### src/rtl/alien_line_scheduler_if.sv
`default_nettype none
// ============================================================================
// Module      : alien_line_scheduler_pkg / alien_line_scheduler_if
// Description : Alien object record type and the bundle of timing, table and
//               renderer signals shared by the line scheduler and its
//               surroundings.
// Revision    : 1.0 - initial release
// ============================================================================

package alien_line_scheduler_pkg;

    // One alien table entry; r is the "distance" (smaller = nearer/larger),
    // the half extent on screen is 32 - r.
    typedef struct packed {
        logic [9:0] x_pos;
        logic [9:0] y_pos;
        logic [4:0] r;
    } AlienData;

endpackage : alien_line_scheduler_pkg

interface alien_line_scheduler_if #(
    parameter int MAX_ALIENS = 16
);
    import alien_line_scheduler_pkg::*;

    localparam int ADDR_W = $clog2(MAX_ALIENS);

    logic [9:0]        h_cnt;
    logic [9:0]        v_cnt;
    logic [ADDR_W:0]   alien_count;
    logic [ADDR_W-1:0] tbl_addr;
    AlienData          tbl_data;
    AlienData          obj_data;
    logic              obj_valid;
    logic              line_overflow;
    logic              scan_busy;

    // Timing generator / table / renderer side
    modport master (
        output h_cnt, v_cnt, alien_count, tbl_data,
        input  tbl_addr, obj_data, obj_valid, line_overflow, scan_busy
    );

    // Scheduler side
    modport slave (
        input  h_cnt, v_cnt, alien_count, tbl_data,
        output tbl_addr, obj_data, obj_valid, line_overflow, scan_busy
    );

endinterface : alien_line_scheduler_if
`default_nettype wire

### src/rtl/alien_line_scheduler.sv
`default_nettype none
// ============================================================================
// Module      : alien_line_scheduler
// Description : During horizontal blanking scans the alien table and latches
//               up to SLOTS aliens covering the next line into a back slot
//               list; at the start of each line the back list becomes the
//               front list, from which the nearest alien covering the current
//               pixel is selected and registered out to the renderer.
// Revision    : 1.0 - initial release
// ============================================================================

module alien_line_scheduler
    import alien_line_scheduler_pkg::*;
#(
    parameter int MAX_ALIENS = 16,
    parameter int SLOTS      = 4,
    parameter int H_ACTIVE   = 640,
    parameter int V_TOTAL    = 525
) (
    input  wire logic                  clk,
    input  wire logic                  rst,
    alien_line_scheduler_if.slave      sched_if
);

    localparam int          ADDR_W    = $clog2(MAX_ALIENS);
    localparam int          CNT_W     = ADDR_W + 1;
    localparam logic [9:0]  H_ACT_V   = 10'(H_ACTIVE);
    localparam logic [9:0]  V_LAST_V  = 10'(V_TOTAL - 1);

    typedef enum logic [1:0] {
        S_IDLE  = 2'd0,
        S_SCAN  = 2'd1,
        S_DRAIN = 2'd2,
        S_DONE  = 2'd3
    } state_t;

    // ------------------------------------------------------------------
    // Registers
    // ------------------------------------------------------------------
    state_t              state_q;
    logic                busy_q;
    logic [9:0]          h_prev_q;
    logic [10:0]         line_q;
    logic [ADDR_W-1:0]   addr_q;
    logic                eval_q;

    AlienData            back_q      [SLOTS];
    logic [SLOTS-1:0]    back_vld_q;
    logic                back_ovf_q;
    AlienData            front_q     [SLOTS];
    logic [SLOTS-1:0]    front_vld_q;
    logic                line_ovf_q;

    AlienData            obj_data_q;
    logic                obj_valid_q;

    // ------------------------------------------------------------------
    // Next-state / combinational signals
    // ------------------------------------------------------------------
    AlienData            back_d      [SLOTS];
    logic [SLOTS-1:0]    back_vld_d;
    logic                back_ovf_d;

    logic                w_start;
    logic                w_swap;
    logic [10:0]         w_next_line;
    logic                w_last;
    logic                w_qual;
    logic                w_placed;
    logic                w_hit;
    AlienData            w_best;

    // Half extent of an alien: nearer aliens (smaller r) are larger.
    function automatic logic [10:0] half_ext(input logic [4:0] r);
        return 11'd32 - {6'd0, r};
    endfunction

    // Coverage test along one axis with the low edge clamped at 0 (no wrap).
    function automatic logic covers(input logic [9:0] pos,
                                    input logic [4:0] r,
                                    input logic [10:0] p);
        logic [10:0] hh;
        logic [10:0] lo;
        logic [10:0] hi;
        hh = half_ext(r);
        lo = ({1'b0, pos} < hh) ? 11'd0 : ({1'b0, pos} - hh);
        hi = {1'b0, pos} + hh;
        return (lo <= p) && (p < hi);
    endfunction

    assign w_start     = (sched_if.h_cnt == H_ACT_V) && (h_prev_q != H_ACT_V);
    assign w_swap      = (sched_if.h_cnt == 10'd0)   && (h_prev_q != 10'd0);
    assign w_next_line = (sched_if.v_cnt == V_LAST_V) ? 11'd0
                                                      : ({1'b0, sched_if.v_cnt} + 11'd1);
    assign w_last      = ({1'b0, addr_q} == (sched_if.alien_count - CNT_W'(1)));
    assign w_qual      = eval_q && covers(sched_if.tbl_data.y_pos,
                                          sched_if.tbl_data.r, line_q);

    // Back list update: clear on scan start, otherwise place a qualifying
    // entry in the lowest free slot or flag overflow when the list is full.
    always_comb begin
        back_d     = back_q;
        back_vld_d = back_vld_q;
        back_ovf_d = back_ovf_q;
        w_placed   = 1'b0;
        if (w_start) begin
            back_vld_d = '0;
            back_ovf_d = 1'b0;
        end else if (w_qual) begin
            for (int i = 0; i < SLOTS; i++) begin
                if (!w_placed && !back_vld_q[i]) begin
                    back_d[i]     = sched_if.tbl_data;
                    back_vld_d[i] = 1'b1;
                    w_placed      = 1'b1;
                end
            end
            if (!w_placed) begin
                back_ovf_d = 1'b1;
            end
        end
    end

    // Scan FSM, slot lists and the front/back swap at line start. The swap
    // uses the back list including the entry evaluated on the same edge.
    always_ff @(posedge clk) begin
        if (rst) begin
            state_q     <= S_IDLE;
            busy_q      <= 1'b0;
            h_prev_q    <= 10'd0;
            line_q      <= 11'd0;
            addr_q      <= '0;
            eval_q      <= 1'b0;
            back_vld_q  <= '0;
            back_ovf_q  <= 1'b0;
            front_vld_q <= '0;
            line_ovf_q  <= 1'b0;
            for (int i = 0; i < SLOTS; i++) begin
                back_q[i]  <= '0;
                front_q[i] <= '0;
            end
        end else begin
            h_prev_q   <= sched_if.h_cnt;
            back_q     <= back_d;
            back_vld_q <= back_vld_d;
            back_ovf_q <= back_ovf_d;

            if (w_swap) begin
                front_q     <= back_d;
                front_vld_q <= back_vld_d;
                line_ovf_q  <= back_ovf_d;
            end

            if (w_start) begin
                line_q <= w_next_line;
                addr_q <= '0;
                eval_q <= 1'b0;
                if (sched_if.alien_count != '0) begin
                    state_q <= S_SCAN;
                    busy_q  <= 1'b1;
                end else begin
                    state_q <= S_IDLE;
                    busy_q  <= 1'b0;
                end
            end else if (w_swap) begin
                eval_q  <= 1'b0;
                state_q <= S_IDLE;
                busy_q  <= 1'b0;
            end else begin
                case (state_q)
                    S_SCAN: begin
                        eval_q <= 1'b1;
                        if (w_last) begin
                            state_q <= S_DRAIN;
                        end else begin
                            addr_q <= addr_q + ADDR_W'(1);
                        end
                    end
                    S_DRAIN: begin
                        eval_q  <= 1'b0;
                        state_q <= S_DONE;
                        busy_q  <= 1'b0;
                    end
                    default: begin
                        eval_q <= 1'b0;
                    end
                endcase
            end
        end
    end

    // Nearest-alien search over the front list; ties go to the lower slot.
    always_comb begin
        w_hit  = 1'b0;
        w_best = '0;
        for (int i = 0; i < SLOTS; i++) begin
            if (front_vld_q[i] &&
                covers(front_q[i].x_pos, front_q[i].r, {1'b0, sched_if.h_cnt})) begin
                if (!w_hit || (front_q[i].r < w_best.r)) begin
                    w_best = front_q[i];
                    w_hit  = 1'b1;
                end
            end
        end
    end

    // Registered renderer output; data holds when nothing covers the pixel.
    always_ff @(posedge clk) begin
        if (rst) begin
            obj_data_q  <= '0;
            obj_valid_q <= 1'b0;
        end else if (sched_if.h_cnt >= H_ACT_V) begin
            obj_valid_q <= 1'b0;
        end else if (w_hit) begin
            obj_data_q  <= w_best;
            obj_valid_q <= 1'b1;
        end else begin
            obj_valid_q <= 1'b0;
        end
    end

    assign sched_if.tbl_addr      = addr_q;
    assign sched_if.obj_data      = obj_data_q;
    assign sched_if.obj_valid     = obj_valid_q;
    assign sched_if.line_overflow = line_ovf_q;
    assign sched_if.scan_busy     = busy_q;

endmodule : alien_line_scheduler
`default_nettype wire

### src/flat_wrapper.sv
// flat-port wrapper written by rule: the top's interface ports become plain ports
module alien_line_scheduler_flat import alien_line_scheduler_pkg::*;
#(
    parameter int MAX_ALIENS = 16,
    parameter int SLOTS      = 4,
    parameter int H_ACTIVE   = 640,
    parameter int V_TOTAL    = 525
)
  (clk, rst, sched_if_h_cnt, sched_if_v_cnt, sched_if_alien_count, sched_if_tbl_data, sched_if_tbl_addr, sched_if_obj_data, sched_if_obj_valid, sched_if_line_overflow, sched_if_scan_busy);
  alien_line_scheduler_if #(.MAX_ALIENS(MAX_ALIENS)) sched_if_i ();
  input  wire logic clk;
  input  wire logic rst;
  input wire logic [$bits(sched_if_i.h_cnt)-1:0] sched_if_h_cnt;
  input wire logic [$bits(sched_if_i.v_cnt)-1:0] sched_if_v_cnt;
  input wire logic [$bits(sched_if_i.alien_count)-1:0] sched_if_alien_count;
  input wire logic [$bits(sched_if_i.tbl_data)-1:0] sched_if_tbl_data;
  output wire logic [$bits(sched_if_i.tbl_addr)-1:0] sched_if_tbl_addr;
  output wire logic [$bits(sched_if_i.obj_data)-1:0] sched_if_obj_data;
  output wire logic [$bits(sched_if_i.obj_valid)-1:0] sched_if_obj_valid;
  output wire logic [$bits(sched_if_i.line_overflow)-1:0] sched_if_line_overflow;
  output wire logic [$bits(sched_if_i.scan_busy)-1:0] sched_if_scan_busy;
  assign sched_if_i.h_cnt = sched_if_h_cnt;
  assign sched_if_i.v_cnt = sched_if_v_cnt;
  assign sched_if_i.alien_count = sched_if_alien_count;
  assign sched_if_i.tbl_data = sched_if_tbl_data;
  assign sched_if_tbl_addr = sched_if_i.tbl_addr;
  assign sched_if_obj_data = sched_if_i.obj_data;
  assign sched_if_obj_valid = sched_if_i.obj_valid;
  assign sched_if_line_overflow = sched_if_i.line_overflow;
  assign sched_if_scan_busy = sched_if_i.scan_busy;
  alien_line_scheduler #(.MAX_ALIENS(MAX_ALIENS), .SLOTS(SLOTS), .H_ACTIVE(H_ACTIVE), .V_TOTAL(V_TOTAL)) u_core (.clk(clk), .rst(rst), .sched_if(sched_if_i));
endmodule
### config.mk
export PLATFORM = sky130hd
export DESIGN_NAME = alien_line_scheduler_flat
export DESIGN_NICKNAME = d
export VERILOG_FILES = /design/src/rtl/alien_line_scheduler_if.sv /design/src/rtl/alien_line_scheduler.sv /design/src/flat_wrapper.sv
export SDC_FILE = /design/constraint.sdc
export NUM_CORES = 1
export LEC_CHECK = 0
export ABC_CLOCK_PERIOD_IN_PS = 11200
export CORE_MARGIN = 3
export CORE_UTILIZATION = 60
export DETAILED_ROUTE_END_ITERATION = 7
export PLACE_DENSITY = 0.8
export SLEW_MARGIN = 20
export SYNTH_ARGS = -nofsm -noshare
export SYNTH_HDL_FRONTEND = slang
export SYNTH_SLANG_ARGS = --single-unit
### constraint.sdc
create_clock -name clk -period 11.2 [get_ports clk]
set_input_delay 2.8 -clock clk [delete_from_list [all_inputs] [get_ports clk]]
set_output_delay 2.8 -clock clk [all_outputs]
set_load 0.005 [all_outputs]
==> impl_metrics.py, run 1 <==
metrics = {
    "run_status": {
        "status": "finished, final reports clean",
    },
    "pwr": {
        "internal_power_uw": 1571,
        "peakVddDrop_mv": 0.1510,
        "pwr-share-clk": 0.432,
        "powerDensity_nw_per_um2": 113.0,
        "power_uw": 2073,
        "power.net_switching_uw": 502.2,
        "seqPwrFrac": 0.464,
        "p_leak_uw": 0.007458,
        "pwr-share-comb": 0.104,
        "swShare": 0.2422,
    },
    "timing": {
        "fin_crit_sh": 0.8997,
        "setup_viol": 0,
        "tightest_slew_ns": 1.124,
        "final-hold-violation-count": 0,
        "report.final.slew_viol_count": 0,
        "fin_crit_ns": 10.08,
        "rsz0062_at_grt": "no",
        "totalNegativeSetupSlack_ns": 0,
        "slew-limit-headroom": 0.2509,
        "fmax_mhz": 99.24,
        "fin_skew_ns": 0.01594,
    },
    "clock_tree": {
        "insertion_delay_ns": 0.56,
        "cts_htree_levels": 1,
        "hold_buffers": 0,
        "numCtsBuffers": 26,
        "cts_root_buf": "clkbuf_16",
        "clk_path_buf_depth": 3,
        "tritoncts": "built",
        "clkTransAtPathRegs_ns": 0.06,
        "clock-sinks": 265,
    },
    "synthesis": {
        "yosysUniqueCellTypes": 79,
        "netlist_top_cells_count": "311 x nor2_1, 265 x dfxtp_1, 180 x ha_1",
        "synth-edff-count": 0,
        "synthCells": 1879,
        "syn_area_sq_um": 16380,
        "netlist.area_leader.share": 0.3238,
        "ys_warn_count": 0,
        "synth_top_area_cell": "dfxtp_1",
        "yosysMostFrequentCell": "nor2_1",
        "avgSynthCellArea_sq_um": 8.719,
        "ys_seq_area_frac": 0.3238,
        "ys_async_sr_fraction": 0,
        "synth_area_leaders": "dfxtp_1 32%, ha_1 14%, mux2i_1 8.1%",
        "syn_nets": 2121,
        "ys_seq_elements": 265,
        "yosys_most_used_dff": "dfxtp_1",
    },
    "detailed_routing": {
        "drt_iter0_drc": 866,
        "via_count": 13780,
        "route.detailed.drc": 0,
        "wirelength_um": 44550,
        "viasPerCell": 6.060,
        "drt_first_pass_iters": 7,
        "wire_per_inst_um": 19.60,
        "ant_nets": 0,
    },
    "floorplanning": {
        "start_util": 0.6199,
        "num_rows": 59,
        "io_pins": 84,
        "dieArea_sq_um": 29320,
        "fp.dieW_um": 171.2,
        "fp.dieH_um": 171.2,
        "core_area_sq_um": 26430,
    },
    "worst_setup_path": {
        "crit_family": "compound AO/OA/AOI/OAI gates",
        "r2r_slack_ns": 1.12,
        "crit_path_start_kind": "register",
        "critPathCaptureType": "register",
        "path_class": "register to register",
        "reg2reg_to": "u_core.sched_if.obj_data[11]$_SDFFE_PP0P_",
        "worstPathMaxFanout": 14,
        "crit_cells": 45,
        "max_stage_delay_ns": 0.51,
        "crit_required_ns": 11.59,
        "cp_slowest_cell": "o21ai_0",
        "crit_arrival_ns": 10.47,
        "cp_num_buf_inv": 4,
        "r2r_start": "u_core.front_q[75]$_SDFFE_PP0P_",
        "worstRegToRegCells": 45,
    },
    "finish": {
        "post-route-util": 0.6943,
        "final_nets": 2162,
        "multi_input_area_sq_um": 10240,
        "n_antenna_cell": 0,
        "finalNonFillerCells": 2273,
        "area_growth_syn_to_layout_pct": 12.00,
        "layout-drive-gt1-share": 0.06450,
        "fillers": 2135,
        "seq_area_sq_um": 5305,
    },
    "job": {
        "drv_cap": 0,
    },
    "placement": {
        "dpl.cell_count": 2225,
        "gp_routability_congestion": 0.9564,
        "hpwl_um": 33130,
        "port_buffers": 83,
    },
    "hold_path": {
        "hold_class": "register to register",
        "whs_endpoint": "u_core.sched_if.obj_data[0]$_SDFFE_PP0P_",
        "hold_path.startpoint": "u_core.sched_if.obj_data[0]$_SDFFE_PP0P_",
        "hold-path-cell-count": 1,
    },
    "global_route": {
        "grt_pass1_vias": 13510,
        "grt_antenna_before_repair": 0,
        "grt_start_max_net_pins": 214,
        "track_usage": 0.3021,
        "grt_pass1_wl_um": 70510,
        "grt.overflow.total": 0,
    },
}
cell type report:
cell class,count,share of cell area
multi-input cells,1397,0.5581
flip-flops and latches,265,0.2891
repair buffers,110,0.05707
clock buffers,38,0.04173
inverters,120,0.02455
well taps,335,0.02284
clock inverters,8,0.006614
placed cells by master (no fill, tap or decap), types with 5 or more instances in the layout:
master             n
or2_2             11
clkbuf_8           7
inv_1            119
dfxtp_1          265
o21ai_0           37
o21bai_1          20
clkbuf_16         26
nand3_1           18
clkbuf_1           5
mux2i_1          132
nor2_1           309
o211ai_1           7
nor2b_1           24
o22ai_1           11
and2_1             5
a311oi_1          19
or3_1              6
nor3_1            32
and3_1             5
xnor2_1           61
ha_1             180
o21a_1            19
nand4_1           20
buf_4             26
nand2_1           99
nand2b_1          15
a211oi_1          95
nor3b_1            8
mux2_2            19
xor2_1            32
fa_1              10
o31a_1             9
o31ai_1            5
a21o_1            24
clkdlybuf4s50_1   82
a21oi_1           72
a31oi_1            5
o2bb2ai_1         19
power by group through the flow:
| stage | Sequential, uW | Clock [uW] | Combinational, uW |
|---|---|---|---|
| 6_report | 962 | 895 | 216 |
| 5_1_grt | 963 | 944 | 242 |
| 4_1_cts | 962 | 906 | 215 |
| 3_5_place_dp | 983 | 0 | 214 |
| 3_3_place_gp | 983 | 0 | 206 |
| 2_1_floorplan | 981 | 0 | 139 |
through the flow:
step | hold slack, ns | area (sq um) | worst slack, ns
after floorplan | 0.4244 | 16380 | 1.713
after global placement | 0.4356 | 17440 | 0.5185
after detailed placement | 0.4404 | 17440 | 0.2873
after CTS | 0.4546 | 18330 | 0.7530
after global routing | 0.4847 | 18350 | 0.09464
final | 0.4534 | 18350 | 1.123
repair_timing:
| action | 4_1_cts | 5_1_grt |
|---|---|---|
| hold endpoints to repair | 0 | 0 |
| resized for setup | 0 | 0 |
| buffers inserted | 0 | 2 |
| endpoints found under the setup margin | 0 | 15 |
flip-flops by register name, indices dropped and copies added, names as in the netlist:
register / flops
u_core.h_prev_q: 10
u_core.front_q: 100
u_core.sched_if.scan_busy: 1
u_core.line_q: 11
u_core.back_vld_q: 4
u_core.sched_if.obj_data: 25
u_core.front_vld_q: 4
u_core.sched_if.obj_valid: 1
u_core.state_q: 2
u_core.back_ovf_q: 1
u_core.sched_if.line_overflow: 1
u_core.back_q: 100
u_core.sched_if.tbl_addr: 4
u_core.eval_q: 1
per-layer routing:
layer	global-route usage	share of wire	vias up	wire [um]
met5	0	0	-	0
met3	0.03103	0.048	132	2136
met4	0.1375	0.054	0	2397
met1	0.3746	0.42	6559	18510
li1	-	-	6695	-
met2	0.5312	0.48	389	21510
kinds of logic after synthesis:
| group | share of synthesized area |
|---|---|
| AOI/OAI and AO/OA | 0.1714 |
| muxes | 0.09371 |
| xor gates and xnor gates | 0.04972 |
| and+or+nand+nor | 0.1585 |
| adders and majority gates | 0.1497 |
| buffers and inverters | 0.05323 |
| DFF | 0.3238 |
how the worst max path moves through the flow:
stage,end,slack (ns),startpoint
4_1_cts,u_core.sched_if.obj_data[11]$_SDFFE_PP0P_,0.75,u_core.front_q[75]$_SDFFE_PP0P_
3_3_place_gp,u_core.sched_if.obj_data[6]$_SDFFE_PP0P_,0.52,sched_if_h_cnt[1]
5_1_grt,u_core.sched_if.obj_data[18]$_SDFFE_PP0P_,0.09,u_core.front_q[75]$_SDFFE_PP0P_
3_5_place_dp,u_core.sched_if.obj_data[10]$_SDFFE_PP0P_,0.29,sched_if_h_cnt[1]
2_1_floorplan,u_core.sched_if.obj_data[2]$_SDFFE_PP0P_,1.71,sched_if_h_cnt[6]
6_report,u_core.sched_if.obj_data[11]$_SDFFE_PP0P_,1.12,u_core.front_q[75]$_SDFFE_PP0P_
(Power assumes the default switching activity.)
==> run 2: changes to the inputs <==
--- a/config.mk
+++ b/config.mk
@@ -5,7 +5,7 @@
 export SDC_FILE = /design/constraint.sdc
 export NUM_CORES = 1
 export LEC_CHECK = 0
-export ABC_CLOCK_PERIOD_IN_PS = 11200
+export ABC_CLOCK_PERIOD_IN_PS = 11900
 export CORE_MARGIN = 3
 export CORE_UTILIZATION = 60
 export DETAILED_ROUTE_END_ITERATION = 7
==> constraint.sdc (replaced) <==
create_clock -name clk -period 11.9 [get_ports clk]
set_input_delay 2.975 -clock clk [delete_from_list [all_inputs] [get_ports clk]]
set_output_delay 2.975 -clock clk [all_outputs]
set_load 0.005 [all_outputs]
==> run 2 against run 1 <==
  * Global-route usage increased by 0.52 points
  * Highest routed layer unchanged
  * Count of clock-buffer cells in the layout increased by 4
  * Design area increased by 0.13%
  * Core utilization increased by 0.090 points
  * Register-to-register slack got worse by 0.15 ns
  * Wire length increased by 2.1%
  * Sequential cell count unchanged
  * Clock skew decreased by 0.0051 ns
  * Clock power decreased by 2.7%
  * Critical path type is now primary input to register
  * Non-clock buffer count decreased by 1
==> impl_metrics.py, run 2 (synthesis results as in run 1) <==
metrics = {
    "floorplanning": {
        "core_area_sq_um": 26430,
        "dieArea_sq_um": 29320,
        "num_rows": 59,
        "start_util": 0.6199,
        "io_pins": 84,
        "fp.dieH_um": 171.2,
        "fp.dieW_um": 171.2,
    },
    "timing": {
        "fmax_mhz": 90.15,
        "rsz0062_at_grt": "no",
        "slew-limit-headroom": 0.2728,
        "report.final.slew_viol_count": 0,
        "fin_skew_ns": 0.01087,
        "fin_crit_sh": 0.9322,
        "final-hold-violation-count": 0,
        "tightest_slew_ns": 1.091,
        "setup_viol": 0,
        "totalNegativeSetupSlack_ns": 0,
        "fin_crit_ns": 11.09,
    },
    "global_route": {
        "grt_antenna_before_repair": 1,
        "grt_pass1_wl_um": 71140,
        "grt.overflow.total": 0,
        "grt_pass1_vias": 13250,
        "grt_start_max_net_pins": 214,
        "track_usage": 0.3072,
    },
    "clock_tree": {
        "cts_root_buf": "clkbuf_16",
        "clock-sinks": 265,
        "clk_path_buf_depth": 3,
        "cts_htree_levels": 1,
        "postCtsSetupBuffers": 0,
        "clkTransAtPathRegs_ns": 0.06,
        "insertion_delay_ns": 0.55,
        "cts_resized": 0,
        "tritoncts": "built",
        "numCtsBuffers": 27,
        "hold_buffers": 0,
    },
    "hold_path": {
        "hold_class": "register to register",
        "hold-path-cell-count": 2,
        "whs_endpoint": "u_core.back_ovf_q$_SDFF_PP0_",
        "hold_path.startpoint": "u_core.back_ovf_q$_SDFF_PP0_",
    },
    "worst_setup_path": {
        "crit_arrival_ns": 11.50,
        "r2r_slack_ns": 0.97,
        "max_stage_delay_ns": 0.80,
        "crit_path_start_kind": "primary input",
        "path_class": "primary input to register",
        "critPathCaptureType": "register",
        "cp_slowest_cell": "o41ai_4",
        "worstRegToRegCells": 41,
        "crit_top_cell": "a21o_1",
        "crit_required_ns": 12.31,
        "reg2reg_to": "u_core.sched_if.obj_data[6]$_SDFFE_PP0P_",
        "worstPathMaxFanout": 18,
        "r2r_start": "u_core.front_q[75]$_SDFFE_PP0P_",
    },
    "finish": {
        "n_antenna_cell": 0,
        "finalNonFillerCells": 2275,
        "final_cell_mix": "309 x nor2_1, 265 x dfxtp_1, 180 x ha_1, 132 x mux2i_1, 119 x inv_1",
        "post-route-util": 0.6952,
        "layout-drive-gt1-share": 0.06289,
        "final_nets": 2162,
        "area_growth_syn_to_layout_pct": 12.14,
        "layout_commonest_cell": "nor2_1",
    },
    "placement": {
        "gp_routability_congestion": 0.9761,
        "hpwl_um": 34330,
        "dpl.cell_count": 2226,
        "port_buffers": 83,
    },
    "pwr": {
        "powerDensity_nw_per_um2": 107.6,
        "pwr-share-comb": 0.102,
        "pwr-share-clk": 0.440,
        "p_leak_uw": 0.007465,
        "swShare": 0.2390,
        "seqPwrFrac": 0.458,
        "internal_power_uw": 1505,
        "power.net_switching_uw": 472.7,
        "peakVddDrop_mv": 0.1431,
    },
    "detailed_routing": {
        "drt_first_pass_iters": 8,
        "wire_per_inst_um": 19.99,
        "ant_nets": 0,
        "via_count": 13610,
        "wirelength_um": 45480,
        "route.detailed.drc": 0,
        "drt_iter0_drc": 863,
        "viasPerCell": 5.981,
    },
    "run_status": {
        "status": "finished, final reports clean",
    },
    "job": {
        "drv_cap": 0,
    },
}
-- run 2: cell types whose count changed in the layout (fill, tap and decap cells not counted), sizes merged --
cell    previous run  this run
clkbuf            38        42
inv              121       122
bufinv             2         3
clkinv             4         1
buf               28        27
-- run 2: worst max-delay path by stage --
stage | start | endpoint | slack [ns] | cells past startpoint
after floorplan | sched_if_h_cnt[6] | u_core.sched_if.obj_data[2]$_SDFFE_PP0P_ | 2.24 | 34
after global placement | sched_if_h_cnt[6] | u_core.sched_if.obj_data[9]$_SDFFE_PP0P_ | 0.61 | 34
after detailed placement | sched_if_h_cnt[6] | u_core.sched_if.obj_data[14]$_SDFFE_PP0P_ | 0.44 | 34
after CTS | sched_if_h_cnt[6] | u_core.sched_if.obj_data[6]$_SDFFE_PP0P_ | 0.93 | 34
after global routing | u_core.front_q[75]$_SDFFE_PP0P_ | u_core.sched_if.obj_data[14]$_SDFFE_PP0P_ | 0.27 | 42
final | sched_if_h_cnt[6] | u_core.sched_if.obj_data[6]$_SDFFE_PP0P_ | 0.81 | 33
-- run 2: per-layer routing --
layer  global-route usage  part of all wire  wire length [um]
met1               0.3847              0.42             19270
met2               0.5488              0.49             22410
met3              0.03034             0.043              1976
met4               0.1155             0.040              1816
met5                    0                 0                 0
-- run 2: critical path: cells and delay by family --
kind	cells	cell delay [ns]
buf+inv	6	1.71
fa+ha+maj	4	1.21
compound gates	16	4.13
simple gates	4	0.67
mux	3	0.77
-- run 2: area by class of cell --
class,instances,area (sq um)
clock buffers,42,782.0
clock inverters,7,131.4
fillers,2120,8055
inverters,120,450.4
multi-input cells,1397,10240
flip-flops and latches,265,5305
well taps,335,419.2
repair buffers,109,1040
-- run 2: power groups by stage --
stage	clock network [uW]	registers, uW	logic (uW)
after floorplan	0	924	131
after global placement	0	925	193
after detailed placement	0	925	199
after CTS	879	906	201
after global routing	914	907	224
final	871	906	201
-- run 2: per-stage QoR --
stage / power [uW] / worst slack, ns / area (sq um) / hold slack [ns]
detailed placement: 1125 / 0.4384 / 17450 / 0.4463
floorplan: 1054 / 2.238 / 16380 / 0.4244
CTS: 1986 / 0.9303 / 18370 / 0.4602
global route: 2045 / 0.2671 / 18370 / 0.4830
finish: 1978 / 0.8068 / 18370 / 0.4574
global placement: 1118 / 0.6107 / 17440 / 0.4357
